`src/rtl/rr_arbiter_4.sv`:
```
`default_nettype none
// ============================================================================
//  Module   : rr_arbiter_4 (with helper decoder_2_4)
//  Purpose  : Four-requester round-robin arbiter with an optional hold limit
//             and a one-cycle dead gap between successive owners.
//  Revision : 1.0  initial release
// ============================================================================

// ----------------------------------------------------------------------------
//  decoder_2_4 : 2-to-4 one-hot decoder with enable; all-zero when disabled.
// ----------------------------------------------------------------------------
module decoder_2_4 (
  input  logic [1:0] a,
  input  logic       en,
  output logic [3:0] y
);

  // One-hot decode of the index, forced to zero while not enabled
  always_comb begin
    y = 4'b0000;
    if (en) begin
      y = 4'b0001 << a;
    end
  end

endmodule

// ----------------------------------------------------------------------------
//  rr_arbiter_4 : owner index / valid / preempt are registered; the one-hot
//  grant vector is derived from them through decoder_2_4 only.
// ----------------------------------------------------------------------------
module rr_arbiter_4 #(
  parameter int MAX_HOLD = 16,  // max consecutive grant cycles; 0 = unlimited
  parameter int HOLD_W   = 5    // hold counter width; MAX_HOLD < 2**HOLD_W
) (
  input  logic       clk,
  input  logic       reset_n,
  input  logic [3:0] req,
  output logic [3:0] gnt,
  output logic [1:0] gnt_idx,
  output logic       gnt_valid,
  output logic       preempt
);

  typedef enum logic [1:0] {
    ST_IDLE  = 2'd0,
    ST_GRANT = 2'd1,
    ST_GAP   = 2'd2
  } state_t;

  // Hold limit is reached when the counter shows the last allowed cycle
  localparam bit                C_LIMIT_EN  = (MAX_HOLD != 0);
  localparam logic [HOLD_W-1:0] C_HOLD_LAST = HOLD_W'(MAX_HOLD - 1);
  localparam logic [HOLD_W-1:0] C_CNT_MAX   = {HOLD_W{1'b1}};

  state_t            state_q, state_d;
  logic [1:0]        ptr_q, ptr_d;
  logic [HOLD_W-1:0] cnt_q, cnt_d;
  logic [1:0]        gnt_idx_q, gnt_idx_d;
  logic              gnt_valid_q, gnt_valid_d;
  logic              preempt_q, preempt_d;

  logic              sel_found;
  logic [1:0]        sel_idx;
  logic [1:0]        cand;
  logic              owner_req;
  logic              hit_limit;

  // Circular priority search starting at the rotation pointer
  always_comb begin
    sel_found = 1'b0;
    sel_idx   = ptr_q;
    cand      = ptr_q;
    for (int k = 0; k < 4; k++) begin
      cand = ptr_q + 2'(k);
      if (!sel_found && req[cand]) begin
        sel_found = 1'b1;
        sel_idx   = cand;
      end
    end
  end

  // Next-state and registered-output computation for the ownership FSM
  always_comb begin
    state_d     = state_q;
    ptr_d       = ptr_q;
    cnt_d       = cnt_q;
    gnt_idx_d   = gnt_idx_q;
    gnt_valid_d = gnt_valid_q;
    preempt_d   = 1'b0;
    owner_req   = req[gnt_idx_q];
    hit_limit   = C_LIMIT_EN && (cnt_q == C_HOLD_LAST);

    case (state_q)
      ST_GRANT: begin
        cnt_d = (cnt_q == C_CNT_MAX) ? cnt_q : cnt_q + 1'b1;
        if (!owner_req || hit_limit) begin
          gnt_valid_d = 1'b0;
          ptr_d       = gnt_idx_q + 2'd1;
          state_d     = ST_GAP;
          // Only a forced removal of a still-requesting owner is a preemption
          preempt_d   = owner_req;
        end
      end
      default: begin
        // IDLE and GAP both arbitrate; GAP has already spent its dead cycle
        gnt_valid_d = 1'b0;
        state_d     = ST_IDLE;
        if (sel_found) begin
          gnt_idx_d   = sel_idx;
          gnt_valid_d = 1'b1;
          cnt_d       = '0;
          state_d     = ST_GRANT;
        end
      end
    endcase
  end

  // State register with synchronous active-low reset; reset drops any grant
  always_ff @(posedge clk) begin
    if (!reset_n) begin
      state_q     <= ST_IDLE;
      ptr_q       <= 2'd0;
      cnt_q       <= '0;
      gnt_idx_q   <= 2'd0;
      gnt_valid_q <= 1'b0;
      preempt_q   <= 1'b0;
    end else begin
      state_q     <= state_d;
      ptr_q       <= ptr_d;
      cnt_q       <= cnt_d;
      gnt_idx_q   <= gnt_idx_d;
      gnt_valid_q <= gnt_valid_d;
      preempt_q   <= preempt_d;
    end
  end

  assign gnt_idx   = gnt_idx_q;
  assign gnt_valid = gnt_valid_q;
  assign preempt   = preempt_q;

  decoder_2_4 u_dec (
    .a  (gnt_idx_q),
    .en (gnt_valid_q),
    .y  (gnt)
  );

endmodule
`default_nettype wire

```
`config.mk`:
```
export PLATFORM = sky130hd
export DESIGN_NAME = rr_arbiter_4
export DESIGN_NICKNAME = d
export VERILOG_FILES = /design/src/rtl/rr_arbiter_4.sv
export SDC_FILE = /design/constraint.sdc
export NUM_CORES = 1
export LEC_CHECK = 0
export CORE_MARGIN = 2
export CORE_UTILIZATION = 50
export DETAILED_ROUTE_END_ITERATION = 10
export PLACE_DENSITY_LB_ADDON = 0.1
export SYNTH_ARGS = -nofsm -noshare
export SYNTH_HDL_FRONTEND = slang
export SYNTH_SLANG_ARGS = --single-unit
export TNS_END_PERCENT = 20
```
`constraint.sdc`:
```
create_clock -name clk -period 2.07 [get_ports clk]
set_clock_uncertainty 0.2 [all_clocks]
set_input_delay 0.3105 -clock clk [delete_from_list [all_inputs] [get_ports clk]]
set_output_delay 0.3105 -clock clk [all_outputs]
set_load 0.005 [all_outputs]
```
==> results of run 1 <==
critical path: cells and delay by family, from the launching register on:
kind                       cells  cell delay, ns
buffers and inverters          2            0.48
DFF                            1            0.40
adders and majority gates      1            0.17
and+or+nand+nor                1            0.15
per-layer routing:
metal | global-route usage [%] | routed length (microns) | up-vias | share of wire [%]
met4 | 10.91 | 22 | 0 | 1.4
met2 | 29.70 | 761 | 18 | 47
met3 | 3.830 | 56 | 2 | 3.5
li1 | - | - | 356 | -
met1 | 26.30 | 765 | 321 | 48
met5 | 0 | 0 | - | 0
cells in the final DEF, fill, tap and decap left out, types with 4 or more instances in the layout:
cell type	synthesis	layout
o21ai_0	6	6
nand2_1	8	8
dfxtp_1	12	9
inv_1	5	4
clkdlybuf4s50_1	0	13
nand3_1	5	5
nor2_1	6	6
and2_1	7	7
ha_1	7	6
buf_4	0	4
a21oi_1	4	4
logic make-up after synthesis:
group	share of synthesized area [%]
adders and majority gates	11.51
and+or+nand+nor	29.93
DFF	31.58
AOI/OAI and AO/OA	19.41
buffers and inverters	2.960
xor gates and xnor gates	1.152
muxes	3.453
sequential cells by signal (all words and copies together) (netlist names):
| name | flops |
|---|---|
| state_q | 2 |
| preempt | 1 |
| ptr_q | 2 |
| cnt_q | 5 |
| gnt_idx | 2 |
worst max path at each step:
stage,start,endpoint,cells past startpoint
final,gnt_idx[1],gnt[0],4
after floorplan,cnt_q[0],cnt_q[3],7
after global routing,gnt_idx[0],gnt[0],4
after detailed placement,cnt_q[0],cnt_q[3],7
after global placement,cnt_q[0],cnt_q[3],7
after CTS,cnt_q[0],cnt_q[3],7
power by group through the flow:
stage                     registers (uW)  clock network, uW  logic (uW)
final                                262                199         143
after global placement               265                  0         137
after CTS                            261                201         141
after floorplan                      265                  0        80.1
after global routing                 265                214         159
after detailed placement             266                  0         140
repair_timing:
item / in CTS / in global routing
setup endpoints to repair: 3 / 8
gates resized for setup: 2 / 6
setup buffers: 0 / 1
hold endpoints to repair: 0 / 0
pin swaps: 0 / 4
cell type report:
cell class | count | area, sq um | share of cell area [%]
multi-input cells | 71 | 511.7 | 51.51
flip-flops and latches | 12 | 246.5 | 24.81
repair buffers | 17 | 160.2 | 16.12
clock buffers | 4 | 36.28 | 3.652
well taps | 16 | 20.02 | 2.015
inverters | 5 | 18.77 | 1.889
stage by stage:
stage          area [sq um]  hold WS (ns)  setup WS [ns]
3_3_place_gp          929.6        0.2927        0.07069
5_1_grt               993.5        0.3477       0.007117
3_5_place_dp          929.6        0.3186        0.01084
2_1_floorplan         760.7        0.2539         0.1663
6_report              993.5        0.3118        0.07180
4_1_cts               969.7        0.3305      -0.006753
==> reports/qor.yml, run 1 <==
run_status:
  outcome: "finished clean"
final_layout:
  final.fill_count: 127
  final_nets: 123
  drive_gt1_share_pct: 18.35
  area_growth_pct: 30.59
  finalCoreUtilization_pct: 67.52
  diodes: 0
  final_cells: 125
synth:
  synth_most_common_cell: "dfxtp_1"
  synthArstFlopShare_pct: 0
  synth.avg_cell_area_sq_um: 8.548
  synthDistinctLibCells: 32
  synth_top_cells_by_area: "dfxtp_1 (32%), ha_1 (12%), and2_1 (5.8%)"
  syn_area_sq_um: 760.7
  yosys-top-cells-count: "dfxtp_1 (12), nand2_1 (8), and2_1 (7), ha_1 (7)"
  synth_edf_count: 0
  ys.flop_type: "dfxtp_1"
  ys_ff_latch: 12
  syn-instance-count: 89
  ys_warn_count: 0
  ys_seq_area_share_pct: 31.58
  synth.top_cell.area_share_pct: 31.58
  synth_nets: 102
  synth_area_leader_cell: "dfxtp_1"
grt:
  grt_pass1_wl_microns: 2704
  grt_max_degree: 15
  first_global_vias: 626
  antenna_found_initial: 0
  track_usage_pct: 19.76
  grt_remaining_overflow: 0
cts:
  clock-root-buffer: "clkbuf_4"
  ctsHoldBuffers: 0
  cts_tree: "yes"
  clockBufferDepth: 2
  path_clk_slew_ns: 0.09
  cts-buffers-inserted: 3
  clock_sinks: 12
  clk_latency_ns: 0.28
  cts_max_level: 1
setup_path:
  crit_type: "flop to output pin"
  r2r_end: "cnt_q[4]"
  cpPeakStageDelay_ns: 0.43
  cp-start-kind: "flop"
  worstPathMaxFanout: 8
  reg2reg_slack_ns: 0.10
  cp.required_ns: 1.56
  crit_slowest_cell: "clkdlybuf4s50_1"
  r2r_cells: 7
  path_cells: "inv_2 > ha_1 > and2_1 > clkdlybuf4s50_1"
  arrival_ns: 1.49
  end_kind: "output pin"
  reg2reg_from: "cnt_q[0]"
place:
  dp_hpwl_microns: 1223
  port_buffers: 13
  routabilityCongestion: 0.7833
  place_inst: 120
hold_path:
  holdPathEnd: "cnt_q[0]"
  hold_depth: 2
  min_from: "cnt_q[0]"
  hold_path.class: "flop to flop"
pwr:
  seqPwrFrac_pct: 43.4
  cellLeakagePower_uw: 0.0004107
  power_density_nw_per_um2: 607.5
  p_sw_share_pct: 29.39
  p_int_uw: 426.2
  clkPwrFrac_pct: 32.9
  finalPower_uw: 603.5
  p_switching_uw: 177.3
  vdd_drop_max_mv: 0.3399
  comb_power_share_pct: 23.7
detailed_routing:
  drtIter0Drc: 23
  ant_nets: 0
  num_vias: 697
  post_drt_wl_per_cell_microns: 12.84
  avgViaCountPerCell: 5.576
  first_pass_iters: 4
  drc: 0
  drt-total-wl_microns: 1605
flow_run:
  drv_cap: 0
die:
  dieArea_sq_um: 1849
  core_sq_um: 1471
  placementRows: 14
  start_util_pct: 51.70
  io_pins: 14
  fp.dieW_microns: 43.01
  dieHeight_microns: 43.01
timing:
  finalMaxSlewViolations: 0
  tightest_slew_ns: 0.4204
  setup_viol_count_final: 0
  min_period_ns: 1.998
  relSlewSlack_pct: 71.89
  tns_ns: 0
  max_clock_freq_mhz: 500.5
  grt_setup_unrepaired: "no"
  finalHoldViolations: 0
  fin_crit_sh_pct: 96.53
No activity file was read; power rests on OpenSTA's default activity.
==> run 2: changes to the inputs <==
- CORE_MARGIN: 2 -> not set
- GPL_ROUTABILITY_DRIVEN: not set -> 1
- HOLD_SLACK_MARGIN: not set -> 0.03
==> run 2 against run 1 <==
Die area shrank 9.1%. Register-to-register slack lost 0.07 ns. Power shrank 3.8%. Sequential share of layout area grew 0.51 points. Clock-buffer cell count is the same. Core utilization grew 5.0 points. Cell area shrank 1.5%. Routed wire length shrank 7.3%. Worst hold slack gained 0.00094 ns. Fmax shrank 2.3%. Critical path depth grew 3.
==> reports/qor.yml, run 2 (synthesis results as in run 1) <==
run_status:
  outcome: "finished clean"  # unchanged
setup_path:
  arrival_ns: 2.01  # was 1.49 ns
  worstPathMaxFanout: 4  # was 8
  cp.required_ns: 2.03  # was 1.56 ns
  end_kind: "flop"  # was output pin
  cp-start-kind: "flop"  # unchanged
  path_cells: "ha_1 > and3_1 > ha_1 > nor3b_4 > nand4_1 > and3_1 > o21a_1"  # was inv_2 > ha_1 > and2_1 > clkdlybuf4s50_1
  crit_buf_inv: 0  # was 2
  crit_type: "flop to flop"  # was flop to output pin
  crit_family: "simple AND/OR/NAND/NOR gates"  # was buffers and inverters
  cpPeakStageDelay_ns: 0.34  # was 0.43 ns
  crit_slowest_cell: "dfxtp_2"  # was clkdlybuf4s50_1
flow_run:
  drv_cap: 0  # unchanged
final_layout:
  area_growth_pct: 28.62  # was 30.59%
  design_area_sq_um: 978.4  # was 993.5 sq um
  final_cells: 122  # was 125
  drive_gt1_share_pct: 17.76  # was 18.35%
  layout_commonest_cell: "clkdlybuf4s50_1"  # unchanged
  final_cell_mix: "clkdlybuf4s50_1 (12), nand2_1 (8), dfxtp_1 (8), and2_1 (7)"  # was clkdlybuf4s50_1 (13), dfxtp_1 (9), nand2_1 (8), and2_1 (7)
  largest_reg_flops: 5  # unchanged
  diodes: 0  # unchanged
  top_register: "cnt_q"  # unchanged
  final_nets: 121  # was 123
cts:
  path_clk_slew_ns: 0.07  # was 0.09 ns
  clock-root-buffer: "clkbuf_4"  # unchanged
  clock_sinks: 12  # unchanged
  cts-buffers-inserted: 3  # unchanged
  clk_latency_ns: 0.27  # was 0.28 ns
  post_cts_buffers: 0  # unchanged
  cts_max_level: 1  # unchanged
  clockBufferDepth: 2  # unchanged
  cts_tree: "yes"  # unchanged
die:
  start_util_pct: 56.35  # was 51.70%
  fp.dieW_microns: 41.01  # was 43.01 microns
  dieHeight_microns: 41.01  # was 43.01 microns
  io_pins: 14  # unchanged
  dieArea_sq_um: 1681  # was 1849 sq um
  placementRows: 13  # was 14
  core_sq_um: 1350  # was 1471 sq um
grt:
  antenna_found_initial: 0  # unchanged
  grtUsageMet1_pct: 20.20  # was 26.30%
  grt_use_met2_pct: 36.72  # was 29.70%
  grt_max_degree: 15  # unchanged
  grt_pass1_wl_microns: 2166  # was 2704 microns
  first_global_vias: 586  # was 626
  grtUsageMet3_pct: 3.804  # was 3.830%
  grt.busiest_layer: "met2"  # unchanged
  track_usage_pct: 19.86  # was 19.76%
  grt_remaining_overflow: 0  # unchanged
place:
  dp_hpwl_microns: 1146  # was 1223 microns
  port_buffers: 13  # unchanged
  place_inst: 118  # was 120
  routabilityCongestion: 0.7654  # was 0.7833
  place_area_sq_um: 920.9  # was 929.6 sq um
hold_path:
  hold_path.class: "flop to flop"  # unchanged
pwr:
  vdd_drop_max_mv: 0.4807  # was 0.3399 mV
  p_sw_share_pct: 26.64  # was 29.39%
  p_int_uw: 426.1  # was 426.2 uW
  power_density_nw_per_um2: 593.6  # was 607.5 nW/um^2
  cellLeakagePower_uw: 0.0004200  # was 0.0004107 uW
  p_switching_uw: 154.7  # was 177.3 uW
  seqPwrFrac_pct: 45.7  # was 43.4%
  clkPwrFrac_pct: 30.7  # was 32.9%
  comb_power_share_pct: 23.7  # about the same
detailed_routing:
  first_pass_iters: 4  # unchanged
  num_vias: 675  # was 697
  drtIter0Drc: 15  # was 23
  avgViaCountPerCell: 5.533  # was 5.576
  drc: 0  # unchanged
  post_drt_wl_per_cell_microns: 12.20  # was 12.84 microns
  ant_nets: 0  # unchanged
  drt-total-wl_microns: 1488  # was 1605 microns
timing:
  relSlewSlack_pct: 73.67  # was 71.89%
  holdWs_ns: 0.3127  # was 0.3118 ns
  max_clock_freq_mhz: 489.2  # was 500.5 MHz
  min_period_ns: 2.044  # was 1.998 ns
  tightest_slew_ns: 0.3936  # was 0.4204 ns
  tns_ns: 0  # unchanged
  finalHoldViolations: 0  # unchanged
  finalMaxSlewViolations: 0  # unchanged
  fin_crit_sh_pct: 98.76  # was 96.53%
  setup_viol_count_final: 0  # unchanged
  grt_setup_unrepaired: "yes"  # was no
-- run 2: changes by cell type in the layout (fill, tap and decap cells not counted) --
cell,previous run,this run
buf_4,4,2
and3_1,3,4
and3_4,1,0
clkdlybuf4s50_1,13,12
dfxtp_1,9,8
dfxtp_2,2,3
dlymetal6s2s_1,0,1
or3b_1,1,0
or3b_4,0,1
-- run 2: final timing paths --
kind	start	end	slack (ns)	cells past startpoint
worst max-delay path	cnt_q[0]	cnt_q[3]	0.03	7
worst min-delay path	cnt_q[0]	cnt_q[0]	0.31	2
worst max register to register	cnt_q[0]	cnt_q[3]	0.03	7
worst min register to register	cnt_q[0]	cnt_q[0]	0.31	2
-- run 2: worst reg2reg max path, stage by stage (launching register included) --
cell	delay, ns
dfxtp_2	0.34
ha_1	0.20
and3_1	0.20
ha_1	0.23
nor3b_4	0.24
nand4_1	0.15
and3_1	0.21
o21a_1	0.17
-- run 2: power groups by stage --
stage                     clock network (uW)  registers (uW)  logic (uW)
after floorplan                            0             265        80.1
after global placement                     0             266         132
after detailed placement                   0             268         134
after CTS                                184             263         135
after global routing                     194             268         155
final                                    178             265         137
-- run 2: timing repair --
| action | 4_1_cts | 5_1_grt |
|---|---|---|
| pin swaps | 0 | 1 |
| gates resized for setup | 1 | 9 |
| endpoints found under the setup margin | 2 | 8 |
| hold endpoints to repair | 0 | 0 |
| hold buffers | 0 | 0 |
-- run 2: per-stage QoR --
step / setup slack (ns) / util [%] / total power (uW)
after CTS: 0.0006153 / 70.99 / 581.7
after detailed placement: 0.03526 / 68.21 / 402.1
final: 0.02566 / 72.47 / 580.8
after floorplan: 0.1663 / - / 344.7
after global placement: 0.07350 / 68.21 / 398.4
after global routing: -0.05275 / 72.47 / 617.1
-- run 2: final cells by class --
type	instances	area, sq um
multi-input combinational	71	509.2
fill	95	371.6
sequential	12	247.7
timing repair buffer	15	147.6
clock buffer	4	36.28
inverter	5	18.77
tap	15	18.77
-- run 2: per-layer routing --
layer  up-vias  routed length, microns
met5         -                       0
li1        352                       -
met2        19                     739
met4         0                      22
met3         4                      80
met1       300                     646
==> run 3: changes to the inputs <==
- CORE_UTILIZATION: 50 -> 49
- SYNTH_HIERARCHICAL: not set -> 1
==> run 3 against run 2 <==
Combinational power up 24%. Global-route usage up 0.53 points. Fmax up 1.9%. Core utilization down 2.4 points. Sequential cell count unchanged. Cell count down 3.3%. Setup slack better by 0.038 ns. Register-to-register slack better by 0.04 ns. Power up 0.67%. Area after synthesis down 5.8%. Largest cell class unchanged.
==> reports/qor.yml, run 3 <==
final_layout:
  diodes: 0  # unchanged
  seq_area_sq_um: 242.7  # was 247.7 sq um
  layout_commonest_cell: "clkdlybuf4s50_1"  # unchanged
  final_nets: 114  # was 121
  design_area_sq_um: 934.6  # was 978.4 sq um
  largest_reg_flops: 5  # unchanged
  final_cell_mix: "clkdlybuf4s50_1 (13), dfxtp_1 (10), nor2_1 (7), a21oi_1 (7), buf_4 (6)"  # was clkdlybuf4s50_1 (12), nand2_1 (8), dfxtp_1 (8), and2_1 (7)
  final.fill_count: 113  # was 95
  multi_input_area_sq_um: 467.9  # was 509.2 sq um
  area_growth_pct: 30.37  # was 28.62%
  drive_gt1_share_pct: 21.36  # was 17.76%
  top_register: "cnt_q"  # unchanged
grt:
  grt_pass1_wl_microns: 2070  # was 2166 microns
  antenna_found_initial: 0  # unchanged
  track_usage_pct: 20.39  # was 19.86%
  grt_max_degree: 11  # was 15
  first_global_vias: 484  # was 586
  grt_remaining_overflow: 0  # unchanged
synth:
  synth_most_common_cell: "dfxtp_1"  # unchanged
  ys_seq_area_share_pct: 33.51  # was 31.58%
  synthDistinctLibCells: 35  # was 32
  ys.flop_type: "dfxtp_1"  # unchanged
  synth.top_cell.area_share_pct: 33.51  # was 31.58%
  synthArstFlopShare_pct: 0  # unchanged
  syn-instance-count: 83  # was 89
  synthAdderAreaFrac_pct: 5.236  # was 11.51%
  synthXorXnorAreaFrac_pct: 1.222  # was 1.151%
  synth_nets: 92  # was 102
  synth_top_family_by_area: "simple AND/OR/NAND/NOR gates"  # unchanged
  yosys.area_share.simple_pct: 34.38  # was 29.93%
  synth_area_leader_cell: "dfxtp_1"  # unchanged
  synthMuxAreaShare_pct: 5.585  # was 3.454%
  synth_top_cells_by_area: "dfxtp_1 (34%), ha_1 (5.2%), a21oi_1 (4.9%)"  # was dfxtp_1 (32%), ha_1 (12%), and2_1 (5.8%)
  synth.avg_cell_area_sq_um: 8.638  # was 8.548 sq um
  ys_ff_latch: 12  # unchanged
  ys_warn_count: 6  # was 0
  synth_compound_area_share_pct: 17.80  # was 19.41%
  syn_area_sq_um: 716.9  # was 760.7 sq um
  synth_edf_count: 0  # unchanged
  yosys-top-cells-count: "dfxtp_1 (12), a21oi_1 (7), nor2_1 (7)"  # was dfxtp_1 (12), nand2_1 (8), and2_1 (7), ha_1 (7)
setup_path:
  cp.required_ns: 2.07  # was 2.03 ns
  end_kind: "flop"  # unchanged
  startpoint: "cnt_q[0]"  # unchanged
  cp-start-kind: "flop"  # unchanged
  reg2reg_from: "cnt_q[0]"  # unchanged
  arrival_ns: 2.00  # was 2.01 ns
  crit_type: "flop to flop"  # unchanged
  worstPathMaxFanout: 6  # was 4
cts:
  cts_max_level: 1  # unchanged
  cts-buffers-inserted: 3  # unchanged
  path_clk_slew_ns: 0.06  # was 0.07 ns
  post_cts_buffers: 0  # unchanged
  clk_latency_ns: 0.27  # about the same
  ctsHoldBuffers: 0  # unchanged
  cts_tree: "yes"  # unchanged
  clock_sinks: 12  # unchanged
  clock-root-buffer: "clkbuf_4"  # unchanged
  clockBufferDepth: 2  # unchanged
timing:
  fin_crit_sh_pct: 96.94  # was 98.76%
  max_clock_freq_mhz: 498.3  # was 489.2 MHz
  tightest_slew_ns: 0.3024  # was 0.3936 ns
  fin_ws_ns: 0.06324  # was 0.02566 ns
  finalHoldViolations: 0  # unchanged
  min_period_ns: 2.007  # was 2.044 ns
  relSlewSlack_pct: 79.65  # was 73.67%
  finalMaxSlewViolations: 0  # unchanged
  grt_setup_unrepaired: "yes"  # unchanged
  setup_viol_count_final: 0  # unchanged
detailed_routing:
  post_drt_wl_per_cell_microns: 12.61  # was 12.20 microns
  drtIter0Drc: 17  # was 15
  drt-total-wl_microns: 1488  # unchanged
  first_pass_iters: 4  # unchanged
  drc: 0  # unchanged
  avgViaCountPerCell: 5.492  # was 5.533
  num_vias: 648  # was 675
  ant_nets: 0  # unchanged
die:
  fp.dieW_microns: 40.25  # was 41.01 microns
  io_pins: 14  # unchanged
  dieArea_sq_um: 1620  # was 1681 sq um
  core_sq_um: 1334  # was 1350 sq um
  start_util_pct: 53.75  # was 56.35%
  dieHeight_microns: 40.25  # was 41.01 microns
  placementRows: 13  # unchanged
pwr:
  seqPwrFrac_pct: 47.5  # was 45.7%
  comb_power_share_pct: 29.1  # was 23.7%
  finalPower_uw: 584.7  # was 580.8 uW
  p_int_uw: 414.4  # was 426.1 uW
  vdd_drop_max_mv: 0.4485  # was 0.4807 mV
  power_density_nw_per_um2: 625.6  # was 593.6 nW/um^2
  p_switching_uw: 170.3  # was 154.7 uW
  p_sw_share_pct: 29.12  # was 26.64%
  clkPwrFrac_pct: 23.5  # was 30.7%
  cellLeakagePower_uw: 0.0003755  # was 0.0004200 uW
hold_path:
  hold_path.class: "flop to flop"  # unchanged
  min_from: "cnt_q[3]"  # was cnt_q[0]
place:
  post-place-ws_ns: -0.007629  # was 0.03526 ns
  port_buffers: 13  # unchanged
  routabilityCongestion: 0.7259  # was 0.7654
  dp_hpwl_microns: 1117  # was 1146 microns
  place_area_sq_um: 902.1  # was 920.9 sq um
flow_run:
  drv_cap: 0  # unchanged
run_status:
  outcome: "finished clean"  # unchanged
run 3: cell types whose count changed in the layout (fill, tap and decap cells not counted), sizes merged, moves of 2 or more:
cell / delta
a21oi: +3
and3b: +2
or2: +2
ha: -4
nand2: -3
inv: -3
nand2b: +2
nand3: -2
nor3: +2
buf: +4
and2: -5
a31oi: +2
run 3: per-stage QoR:
step	hold WS [ns]	utilization, %	instances	setup TNS [ns]
6_report	0.2923	70.08	118	0
2_1_floorplan	0.2322	-	83	0
3_3_place_gp	0.2655	67.64	115	0
3_5_place_dp	0.2855	67.64	115	-0.007629
4_1_cts	0.2947	69.61	118	0
5_1_grt	0.3277	70.08	118	-0.07274
run 3: kinds of logic after synthesis:
logic type | count (synthesis)
compound gates | 18
xor+xnor | 1
fa+ha+maj | 3
buf+inv | 4
flops | 12
mux | 3
simple gates | 42
run 3: layout make-up:
class	instances	share of cell area, %
repair buffers	19	18.74
inverters	2	0.8032
multi-input cells	67	50.07
flip-flops and latches	12	25.97
clock buffers	3	2.410
well taps	15	2.008
run 3: metal layers:
layer  wire [microns]  up-vias  global-route usage (%)
li1                 -      339                       -
met1              702      291                   26.69
met2              681       14                   28.63
met3               74        4                   8.333
met4               29        0                   10.00
met5                0        -                       0
run 3: critical path, stage by stage, from the launching register on:
cell	delay [ns]
dfxtp_1	0.32
ha_1	0.21
and3_1	0.21
ha_1	0.21
or3b_4	0.42
o21ai_0	0.16
a21oi_1	0.06
nor3_1	0.16
run 3: final timing paths:
path / cells after the start / slack, ns / endpoint
worst max-delay path: 7 / 0.06 / cnt_q[2]
worst min-delay path: 2 / 0.29 / cnt_q[3]
worst max register to register: 7 / 0.06 / cnt_q[2]
worst min register to register: 2 / 0.29 / cnt_q[3]
run 3: power by group through the flow:
stage	Sequential [uW]	Combinational [uW]	Clock, uW
after CTS	277	170	142
after global placement	280	165	0
after detailed placement	282	167	0
after floorplan	275	104	0
after global routing	282	186	149
final	278	170	137
run 3: what timing repair did:
item | 4_1_cts | 5_1_grt
resized for setup | 2 | 2
pin swaps | 0 | 0
setup endpoints to repair | 3 | 5
gates cloned | 0 | 0
